--- src/rtl/cycle_timer_pkg.sv ---
`default_nettype none
// ============================================================================
// Module      : cycle_timer_pkg
// Description : Shared definitions for the cycle timer: FSM state encoding,
//               register map addresses and CTRL/STATUS bit positions.
// Revision    : 1.0 - initial release
// ============================================================================
package cycle_timer_pkg;

    // FSM state encoding; the value is visible in STATUS[3:2]
    typedef enum logic [1:0] {
        ST_IDLE  = 2'd0,
        ST_ARMED = 2'd1,
        ST_FIRED = 2'd2
    } state_t;

    // Register map
    localparam logic [1:0] ADDR_COMPARE = 2'd0;
    localparam logic [1:0] ADDR_PERIOD  = 2'd1;
    localparam logic [1:0] ADDR_CTRL    = 2'd2;
    localparam logic [1:0] ADDR_STATUS  = 2'd3;

    // CTRL bit positions (ACK is a write-only strobe and always reads 0)
    localparam int CTRL_EN       = 0;
    localparam int CTRL_PERIODIC = 1;
    localparam int CTRL_ACK      = 2;

    // STATUS bit positions
    localparam int STATUS_PENDING  = 0;
    localparam int STATUS_OVERRUN  = 1;
    localparam int STATUS_STATE_LO = 2;
    localparam int STATUS_STATE_HI = 3;
    localparam int STATUS_BITS     = 4;

    // Packs the live STATUS fields into their read-back layout
    function automatic logic [STATUS_BITS-1:0] status_bits(
        input logic   pending,
        input logic   overrun,
        input state_t st
    );
        logic [STATUS_BITS-1:0] v;
        v                                  = '0;
        v[STATUS_PENDING]                  = pending;
        v[STATUS_OVERRUN]                  = overrun;
        v[STATUS_STATE_HI:STATUS_STATE_LO] = st;
        return v;
    endfunction

endpackage
`default_nettype wire

--- src/rtl/timer_regfile.sv ---
`default_nettype none
// ============================================================================
// Module      : timer_regfile
// Description : Register storage for the cycle timer (COMPARE, PERIOD, CTRL,
//               PENDING/OVERRUN flags) and the registered read mux.
//               W must be at least 4 so the STATUS fields fit.
// Revision    : 1.0 - initial release
// ============================================================================
module timer_regfile
    import cycle_timer_pkg::*;
#(
    parameter int W = 32
) (
    input  logic         clk,
    input  logic         rst,
    input  logic         i_we,
    input  logic [1:0]   i_addr,
    input  logic [W-1:0] i_wdata,
    input  logic         i_event,
    input  logic         i_reload,
    input  logic [W-1:0] i_reload_value,
    input  state_t       i_state,
    output logic [W-1:0] o_compare,
    output logic [W-1:0] o_period,
    output logic         o_en,
    output logic         o_periodic,
    output logic         o_pending,
    output logic [W-1:0] o_rdata
);

    logic [W-1:0] r_compare;
    logic [W-1:0] r_period;
    logic         r_en;
    logic         r_periodic;
    logic         r_pending;
    logic         r_overrun;
    logic [W-1:0] r_rdata;

    logic         w_wr_compare;
    logic         w_wr_period;
    logic         w_wr_ctrl;
    logic         w_ack;
    logic [W-1:0] w_rdata;

    assign w_wr_compare = i_we && (i_addr == ADDR_COMPARE);
    assign w_wr_period  = i_we && (i_addr == ADDR_PERIOD);
    assign w_wr_ctrl    = i_we && (i_addr == ADDR_CTRL);
    assign w_ack        = w_wr_ctrl && i_wdata[CTRL_ACK];

    // COMPARE: a bus write beats a periodic reload arriving in the same cycle
    always_ff @(posedge clk or posedge rst) begin
        if (rst) begin
            r_compare <= '0;
        end else if (w_wr_compare) begin
            r_compare <= i_wdata;
        end else if (i_reload) begin
            r_compare <= i_reload_value;
        end
    end

    // PERIOD: only consulted at the next reload, never moves COMPARE directly
    always_ff @(posedge clk or posedge rst) begin
        if (rst) begin
            r_period <= '0;
        end else if (w_wr_period) begin
            r_period <= i_wdata;
        end
    end

    // CTRL: only EN and PERIODIC are stored; other written bits are dropped
    always_ff @(posedge clk or posedge rst) begin
        if (rst) begin
            r_en       <= 1'b0;
            r_periodic <= 1'b0;
        end else if (w_wr_ctrl) begin
            r_en       <= i_wdata[CTRL_EN];
            r_periodic <= i_wdata[CTRL_PERIODIC];
        end
    end

    // PENDING/OVERRUN: a fresh event wins over ACK for PENDING, ACK wins for OVERRUN
    always_ff @(posedge clk or posedge rst) begin
        if (rst) begin
            r_pending <= 1'b0;
            r_overrun <= 1'b0;
        end else begin
            if (i_event) begin
                r_pending <= 1'b1;
            end else if (w_ack) begin
                r_pending <= 1'b0;
            end

            if (w_ack) begin
                r_overrun <= 1'b0;
            end else if (i_event && r_pending) begin
                r_overrun <= 1'b1;
            end
        end
    end

    // Read mux: selects the current value of the addressed register
    always_comb begin
        w_rdata = '0;
        case (i_addr)
            ADDR_COMPARE: w_rdata = r_compare;
            ADDR_PERIOD:  w_rdata = r_period;
            ADDR_CTRL: begin
                w_rdata[CTRL_EN]       = r_en;
                w_rdata[CTRL_PERIODIC] = r_periodic;
            end
            ADDR_STATUS: begin
                w_rdata[STATUS_BITS-1:0] = status_bits(r_pending, r_overrun, i_state);
            end
            default: w_rdata = '0;
        endcase
    end

    // Read data register: one cycle of latency, independent of the write strobe
    always_ff @(posedge clk or posedge rst) begin
        if (rst) begin
            r_rdata <= '0;
        end else begin
            r_rdata <= w_rdata;
        end
    end

    assign o_compare  = r_compare;
    assign o_period   = r_period;
    assign o_en       = r_en;
    assign o_periodic = r_periodic;
    assign o_pending  = r_pending;
    assign o_rdata    = r_rdata;

endmodule
`default_nettype wire

--- src/rtl/cycle_timer.sv ---
`default_nettype none
// ============================================================================
// Module      : cycle_timer
// Description : Compare/period timer driven by an external free-running cycle
//               count. One-shot or periodic events raise PENDING and irq;
//               repeated events while PENDING set the sticky OVERRUN flag.
// Revision    : 1.0 - initial release
// ============================================================================
module cycle_timer
    import cycle_timer_pkg::*;
#(
    parameter int W = 32
) (
    input  logic         clk,
    input  logic         rst,
    input  logic [W-1:0] count_in,
    input  logic         we,
    input  logic [1:0]   addr,
    input  logic [W-1:0] wdata,
    output logic [W-1:0] rdata,
    output logic         irq
);

    state_t       r_state;
    state_t       w_state_next;
    logic         r_irq;

    logic [W-1:0] w_compare;
    logic [W-1:0] w_period;
    logic         w_en;
    logic         w_periodic;
    logic         w_pending;
    logic [W-1:0] w_rdata;

    logic         w_wr_compare;
    logic         w_wr_ctrl;
    logic         w_match;
    logic         w_event;
    logic         w_oneshot;
    logic         w_reload;
    logic [W-1:0] w_reload_value;

    assign w_wr_compare = we && (addr == ADDR_COMPARE);
    assign w_wr_ctrl    = we && (addr == ADDR_CTRL);

    // Equality-only match, so counter wrap needs no special treatment
    assign w_match   = (r_state == ST_ARMED) && (count_in == w_compare);
    // A COMPARE write in the match cycle cancels the event entirely
    assign w_event   = w_match && !w_wr_compare;
    // PERIODIC with a zero PERIOD behaves as one-shot
    assign w_oneshot = !w_periodic || (w_period == '0);
    assign w_reload  = w_event && !w_oneshot;
    // Natural W-bit addition gives the modulo 2^W wrap
    assign w_reload_value = w_compare + w_period;

    timer_regfile #(
        .W (W)
    ) u_regfile (
        .clk            (clk),
        .rst            (rst),
        .i_we           (we),
        .i_addr         (addr),
        .i_wdata        (wdata),
        .i_event        (w_event),
        .i_reload       (w_reload),
        .i_reload_value (w_reload_value),
        .i_state        (r_state),
        .o_compare      (w_compare),
        .o_period       (w_period),
        .o_en           (w_en),
        .o_periodic     (w_periodic),
        .o_pending      (w_pending),
        .o_rdata        (w_rdata)
    );

    // State register
    always_ff @(posedge clk or posedge rst) begin
        if (rst) begin
            r_state <= ST_IDLE;
        end else begin
            r_state <= w_state_next;
        end
    end

    // Next-state logic; a CTRL write with EN=0 overrides every other transition
    always_comb begin
        w_state_next = r_state;
        case (r_state)
            ST_IDLE: begin
                if (w_wr_ctrl && wdata[CTRL_EN]) begin
                    w_state_next = ST_ARMED;
                end
            end
            ST_ARMED: begin
                if (w_event && w_oneshot) begin
                    w_state_next = ST_FIRED;
                end
            end
            ST_FIRED: begin
                if (w_wr_compare && w_en) begin
                    w_state_next = ST_ARMED;
                end
            end
            default: w_state_next = ST_IDLE;
        endcase

        if (w_wr_ctrl && !wdata[CTRL_EN]) begin
            w_state_next = ST_IDLE;
        end
    end

    // Interrupt: PENDING gated by EN, one register stage behind PENDING
    always_ff @(posedge clk or posedge rst) begin
        if (rst) begin
            r_irq <= 1'b0;
        end else begin
            r_irq <= w_pending && w_en;
        end
    end

    assign rdata = w_rdata;
    assign irq   = r_irq;

endmodule
`default_nettype wire

--- config.mk ---
export PLATFORM = sky130hd
export DESIGN_NAME = cycle_timer
export DESIGN_NICKNAME = d
export VERILOG_FILES = /design/src/rtl/cycle_timer_pkg.sv /design/src/rtl/timer_regfile.sv /design/src/rtl/cycle_timer.sv
export SDC_FILE = /design/constraint.sdc
export NUM_CORES = 1
export LEC_CHECK = 0
export ABC_AREA = 1
export CAP_MARGIN = 20
export CELL_PAD_IN_SITES_DETAIL_PLACEMENT = 0
export CELL_PAD_IN_SITES_GLOBAL_PLACEMENT = 1
export CORE_AREA = 8 8 132 165
export CTS_BUF_LIST = sky130_fd_sc_hd__clkbuf_4 sky130_fd_sc_hd__clkbuf_8
export CTS_CLUSTER_DIAMETER = 200
export CTS_CLUSTER_SIZE = 40
export DETAILED_ROUTE_END_ITERATION = 12
export DIE_AREA = 0 0 140 173
export PLACE_DENSITY = 0.9
export SLEW_MARGIN = 20
export SYNTH_ARGS = -nofsm -noshare
export SYNTH_HDL_FRONTEND = slang
export SYNTH_SLANG_ARGS = --single-unit
--- constraint.sdc ---
create_clock -name clk -period 3.8 [get_ports clk]
set_input_delay 0.57 -clock clk [delete_from_list [all_inputs] [get_ports clk]]
set_output_delay 0.57 -clock clk [all_outputs]
set_load 0.05 [all_outputs]
== After elaboration in Yosys (flattened, before gate mapping) ==
Cells that the tools add are included.

* Word-level logic and storage cells: 58
* Register bits after elaboration: 103
* Output and inout bits: 33
* Input bits: 69

* Eq/ne operators: 9
* Reduce and logical (&&, ||, !) cells: 25
* Add/subtract/negate cells: 1
* Muxes and demuxes: 14

{| class="wikitable"
|+ Operator list
! operator !! count
|-
| 32-bit two-way mux || 2
|-
| 28-bit one-hot mux with 2 select lines || 1
|-
| 32-bit adder || 1
|-
| 32-bit == test || 1
|-
| 32-bit zero test || 1
|-
| 1-bit logical AND || 13
|-
| 2-bit one-hot mux with 3 select lines || 2
|-
| 2-bit two-way mux || 4
|-
| 2-bit one-hot mux with 4 select lines || 1
|-
| 2-bit == test (second input constant) || 3
|-
| 3-bit inequality test (second input constant) || 2
|-
| 2-bit nonzero test || 3
|-
| 2-bit by 1-bit == test with 1-bit output (second input constant) || 2
|-
| 1-bit zero test || 4
|-
| 2-bit zero test || 2
|-
| 1-bit two-way mux || 4
|-
| 3-bit by 1-bit inequality test with 1-bit output (second input constant) || 1
|-
| 3-bit AND reduction || 1
|-
| 1-bit logical OR || 1
|}

== Logic depth before layout (Yosys ltp) ==
* Depth in word-level cells: 8
* Mapped depth: 13
* Gate-level depth less buffers: 13

== Hierarchy ==
From an unflattened synthesis, not the netlist that was laid out.

* Cells, all modules: 1,206
* Area total of the unflattened synthesis: 7,693.6 um^2

{| class="wikitable"
|+ By module, submodules not included
! module !! sequential area each (um^2) !! cells an instance !! instances !! area each (um^2)
|-
| timer_regfile || 2,502.4 || 581 || 1 || 4,599.4
|-
| cycle_timer || 75.1 || 625 || 1 || 3,094.2
|}

== Least setup slack after synthesis ==
OpenSTA, ideal clock, no wires.

* Kind: register to register
* Start: register u_regfile.r_compare[0], in the netlist u_regfile.o_compare[0]
* End: register u_regfile.r_compare[28], in the netlist u_regfile.o_compare[28]
* Slack: 1.914 ns
* Data arrival time: 1.761 ns
* Buffers on the path: 0
* Clock period less this slack: 1.886 ns
* Data required time: 3.675 ns
* Library setup time: 0.125 ns
* Cell stages (with the launch flop): 13
* Cell sequence: dfrtp_1 -> ha_1 -> fa_1 -> nand3_1 -> nand3_1 -> nand3_1 -> nand3b_1 -> nand2_1 -> nand2_1 -> nand2_1 -> nand2_1 -> nand2_1 -> nand3_1

* Cells in the longest elaborated chain, start to end: 5
* Elaborated cells on any way between the ends: 8
* Classes of those cells: add/sub: 1; eq/ne: 1; mux: 2; reduce/logical: 4

{| class="wikitable"
|+ Ends and longest elaborated chain
! what !! RTL line !! text
|-
| start, declared || timer_regfile.sv:31 || <nowiki>logic [W-1:0] r_compare;</nowiki>
|-
| start signal, assigned || timer_regfile.sv:55 || <nowiki>r_compare <= i_wdata;</nowiki>
|-
| start signal, assigned || timer_regfile.sv:57 || <nowiki>r_compare <= i_reload_value;</nowiki>
|-
| branches (longest 5 deep; another with 32-bit adder) || n/a ||
|}

Several ways; the timed one is not identified. The select of a mux whose other input is x is not followed.
A chain may end at the register's enable or synchronous reset.

== Final worst setup path ==
* Start: input addr[1]
* End: register u_regfile.r_compare[13], in the netlist u_regfile.o_compare[13]

* Cells in the longest elaborated chain, start to end: 6
* Elaborated cells on any way between the ends: 7
* Classes of those cells: mux: 1; reduce/logical: 6

{| class="wikitable"
|+ Ends and longest elaborated chain
! what !! RTL line !! text
|-
| start, declared || cycle_timer.sv:18 || <nowiki>input logic [1:0] addr,</nowiki>
|-
| 2-bit zero test (*) || timer_regfile.sv:45, cycle_timer.sv:43 ||
|-
| 1-bit logical AND (*) || timer_regfile.sv:45, cycle_timer.sv:43 ||
|-
| 1-bit zero test || cycle_timer.sv:49 || <nowiki>assign w_event = w_match && !w_wr_compare;</nowiki>
|-
| 1-bit logical AND || cycle_timer.sv:49 ||
|-
| 1-bit logical AND || cycle_timer.sv:52 || <nowiki>assign w_reload = w_event && !w_oneshot;</nowiki>
|-
| 2-bit nonzero test (no line) || n/a ||
|}

Every way passes the cells marked *; elsewhere a longest branch is shown, timed or not.

==> reports/qor.yml <==
timing:
  setup_viol: 0
  report.final.slew_viol_count: 0
  fin_ws_ns: 1.177
  hold_slack_ns: 0.5019
  maxSlewHeadroom_pct: 38.36
  finClkSkew_ns: 0.02529
  layout_min_cycle_time_ns: 2.623
  hold_viol_final: 0
  period_share_pct: 69.03
  rsz0062_at_grt: "no"
  fin_tns_setup_ns: 0
  max_freq_mhz: 381.2
  worst_pin_slew_ns: 0.9236
setup_path:
  required_ns: 4.15
  start_kind: "primary input"
  crit_fanout: 37
  reg2reg_to: "u_regfile.o_compare[28]$_DFFE_PP0P_"
  crit_chain: "clkdlybuf4s50_1 > nor2_4 > nand2_8 > nand3_2 > nor2_1 > nand2_1 > nor2_2 > nand3_2 > nor2_4 > nand2_1 > nand3_2"
  end_kind: "register"
  critPathSlowestCell: "clkdlybuf4s50_1"
  cp_common_cell: "nand3_2"
  path_class: "primary input to register"
  rrSetupSlack_ns: 1.30
  worstPathArrival_ns: 2.97
  max_stage_delay_ns: 0.61
  r2r_start: "u_regfile.o_period[0]$_DFFE_PP0P_"
  reg2reg_depth: 12
routing:
  vias_per_cell: 5.072
  routedWlPerCell_um: 17.57
  drc: 0
  vias: 7659
  totalWireLength_um: 26530
  ant_nets: 0
  first_pass_iters: 5
  first_iter_violations: 679
clock_network:
  cts.htree.levels: 3
  ctsHoldBuffers: 0
  ctsResizeCount: 0
  postCtsSetupBuffers: 0
  cts_tree: "yes"
  cts_buffers: 9
  clock_latency_ns: 0.41
  clockBufferDepth: 2
  path_clk_slew_ns: 0.11
  cts.sinks: 103
  cts-root-buf: "clkbuf_8"
power_and_ir_drop:
  p_sw_share_pct: 46.09
  p_switching_mw: 1.951
  max-vdd-ir-drop_mv: 0.1581
  p_leak_nw: 4.952
  clockPowerShare_pct: 18.3
  comb_power_share_pct: 48.3
  pwr-share-seq_pct: 33.4
  power_density_mw_per_mm2: 468.7
  p_int_mw: 2.282
synth:
  synthesis.area_sq_mm: 0.007537
  synth_top_area_cell: "dfrtp_1"
  synthArstFlopShare_pct: 100.0
  synthesis.nets: 1272
  synth_seq_cells: 103
  synth_edf_count: 0
  synthFlopType: "dfrtp_1"
  ys_seq_area_share_pct: 34.20
  synth_cells: 1171
  synth_cell_types: 32
  netlist.area_leader.share_pct: 34.20
  ys_warn_count: 0
  synthTopCellsByArea: "dfrtp_1, nand2_1, inv_1, nand3_1, nor2_1"
  syn_avg_cell_area_sq_um: 6.437
grt:
  grt_pass1_wl_um: 41510
  grt_overflow: 0
  grt_use_total_pct: 22.03
  grt_start_max_net_pins: 59
  first_global_vias: 7720
  antenna_found_initial: 0
floorplanning:
  io_pins: 102
  die_area_sq_mm: 0.02422
  die_y_um: 173
  initial_core_util_pct: 39.43
  core_area_sq_mm: 0.01911
  placementRows: 57
  die_w_um: 140
final_layout:
  fill_cells: 2019
  diodes: 0
  drive_above_1_share_pct: 3.768
  layout.nets: 1370
  syn2layout_area_growth_pct: 19.82
  utilization_pct: 47.25
min_path:
  whs_path_depth: 2
  hold_path_end: "irq$_DFF_PP0_"
  hold_class: "register to register"
  min-delay-start: "u_regfile.o_en$_DFFE_PP0P_"
placement:
  port_buffers: 101
  place_ws_ns: 0.7954
  hpwlAfterDp_um: 21380
  place_congestion: 0.9657
run:
  drv_cap: 0
run_status:
  status: "complete, no violations"
[worst max-delay path, delay by kind of cell]
| family | cells | cell delay (ns) |
|---|---|---|
| buffers and inverters | 1 | 0.61 |
| AND/OR/NAND/NOR | 10 | 1.75 |
[power groups by stage]
stage	Clock [mW]	Combinational, mW	Sequential, mW
floorplan	0	1.27	1.52
global placement	0	2.02	1.43
detailed placement	0	2.03	1.43
CTS	0.789	2.04	1.41
global route	0.833	2.29	1.43
finish	0.775	2.04	1.42
[cell usage after synthesis, drive strengths merged (12+ instances only)]
| cell | n |
|---|---|
| xnor2 | 13 |
| o22ai | 18 |
| nand4 | 15 |
| xor2 | 14 |
| nand3 | 105 |
| o21ai | 23 |
| a21oi | 43 |
| buf | 12 |
| nor2 | 112 |
| nand2 | 422 |
| dfrtp | 103 |
| ha | 31 |
| inv | 216 |
[logic make-up after synthesis]
logic type                 Yosys count  share of synthesized area (%)
and+or+nand+nor                    674                          37.57
buffers and inverters              238                          12.13
DFF                                103                          34.20
AOI/OAI and AO/OA                   91                          6.657
adders and majority gates           32                          5.412
xor gates and xnor gates            27                          3.137
muxes                                6                         0.8964
[worst max path at each step]
stage,endpoint,depth (start not counted),slack [ns],startpoint
2_1_floorplan,irq$_DFF_PP0_,1,0.53,rst
6_report,u_regfile.o_compare[13]$_DFFE_PP0P_,11,1.18,addr[1]
3_5_place_dp,u_regfile.o_compare[28]$_DFFE_PP0P_,11,0.80,addr[1]
5_1_grt,u_regfile.o_compare[10]$_DFFE_PP0P_,11,0.99,addr[1]
4_1_cts,u_regfile.o_compare[28]$_DFFE_PP0P_,11,1.21,addr[1]
3_3_place_gp,u_regfile.o_compare[16]$_DFFE_PP0P_,11,0.86,addr[1]
[metal layers]
| metal | share of wire, % | GRT usage (%) | vias to the layer above | wire, um |
|---|---|---|---|---|
| met2 | 50 | 38.66 | 229 | 13350 |
| li1 | - | - | 3807 | - |
| met1 | 41 | 25.83 | 3571 | 10930 |
| met5 | 0 | 0 | - | 0 |
| met4 | 4.1 | 11.52 | 0 | 1078 |
| met3 | 4.4 | 2.563 | 52 | 1170 |
[cell type report]
| cell class | instances | area, sq um | share of cell area (%) |
|---|---|---|---|
| multi-input combinational | 830 | 4048 | 44.82 |
| sequential | 103 | 2577 | 28.54 |
| timing repair buffer | 109 | 1084 | 12.00 |
| inverter | 216 | 813.3 | 9.005 |
| tap | 236 | 295.3 | 3.270 |
| clock buffer | 10 | 137.6 | 1.524 |
| clock inverter | 6 | 76.32 | 0.8451 |
[state kept, by name, indices dropped and copies added (netlist names)]
signal,cells
u_regfile.o_periodic,1
irq,1
r_state,2
u_regfile.r_overrun,1
u_regfile.o_period,32
u_regfile.o_rdata,32
u_regfile.o_en,1
u_regfile.o_compare,32
u_regfile.o_pending,1
[per-stage QoR]
stage | std cells | cell area (sq um) | power, mW
floorplan | 1171 | 7537 | 2.786
global placement | 1494 | 8817 | 3.444
detailed placement | 1494 | 8817 | 3.459
CTS | 1510 | 9031 | 4.234
global route | 1510 | 9031 | 4.553
finish | 1510 | 9031 | 4.233
[layout by cell type, fill, tap and decap left out, types with 15 or more instances in the layout]
cell type,netlist,layout
o22ai_1,18,18
clkdlybuf4s50_1,0,101
o21ai_0,23,23
a21oi_1,43,43
ha_1,31,31
nand3_1,95,95
nand4_1,15,15
nand2_1,421,420
nor2_1,107,107
dfrtp_1,103,103
inv_1,216,215
Power figures use the tool's default switching activity.
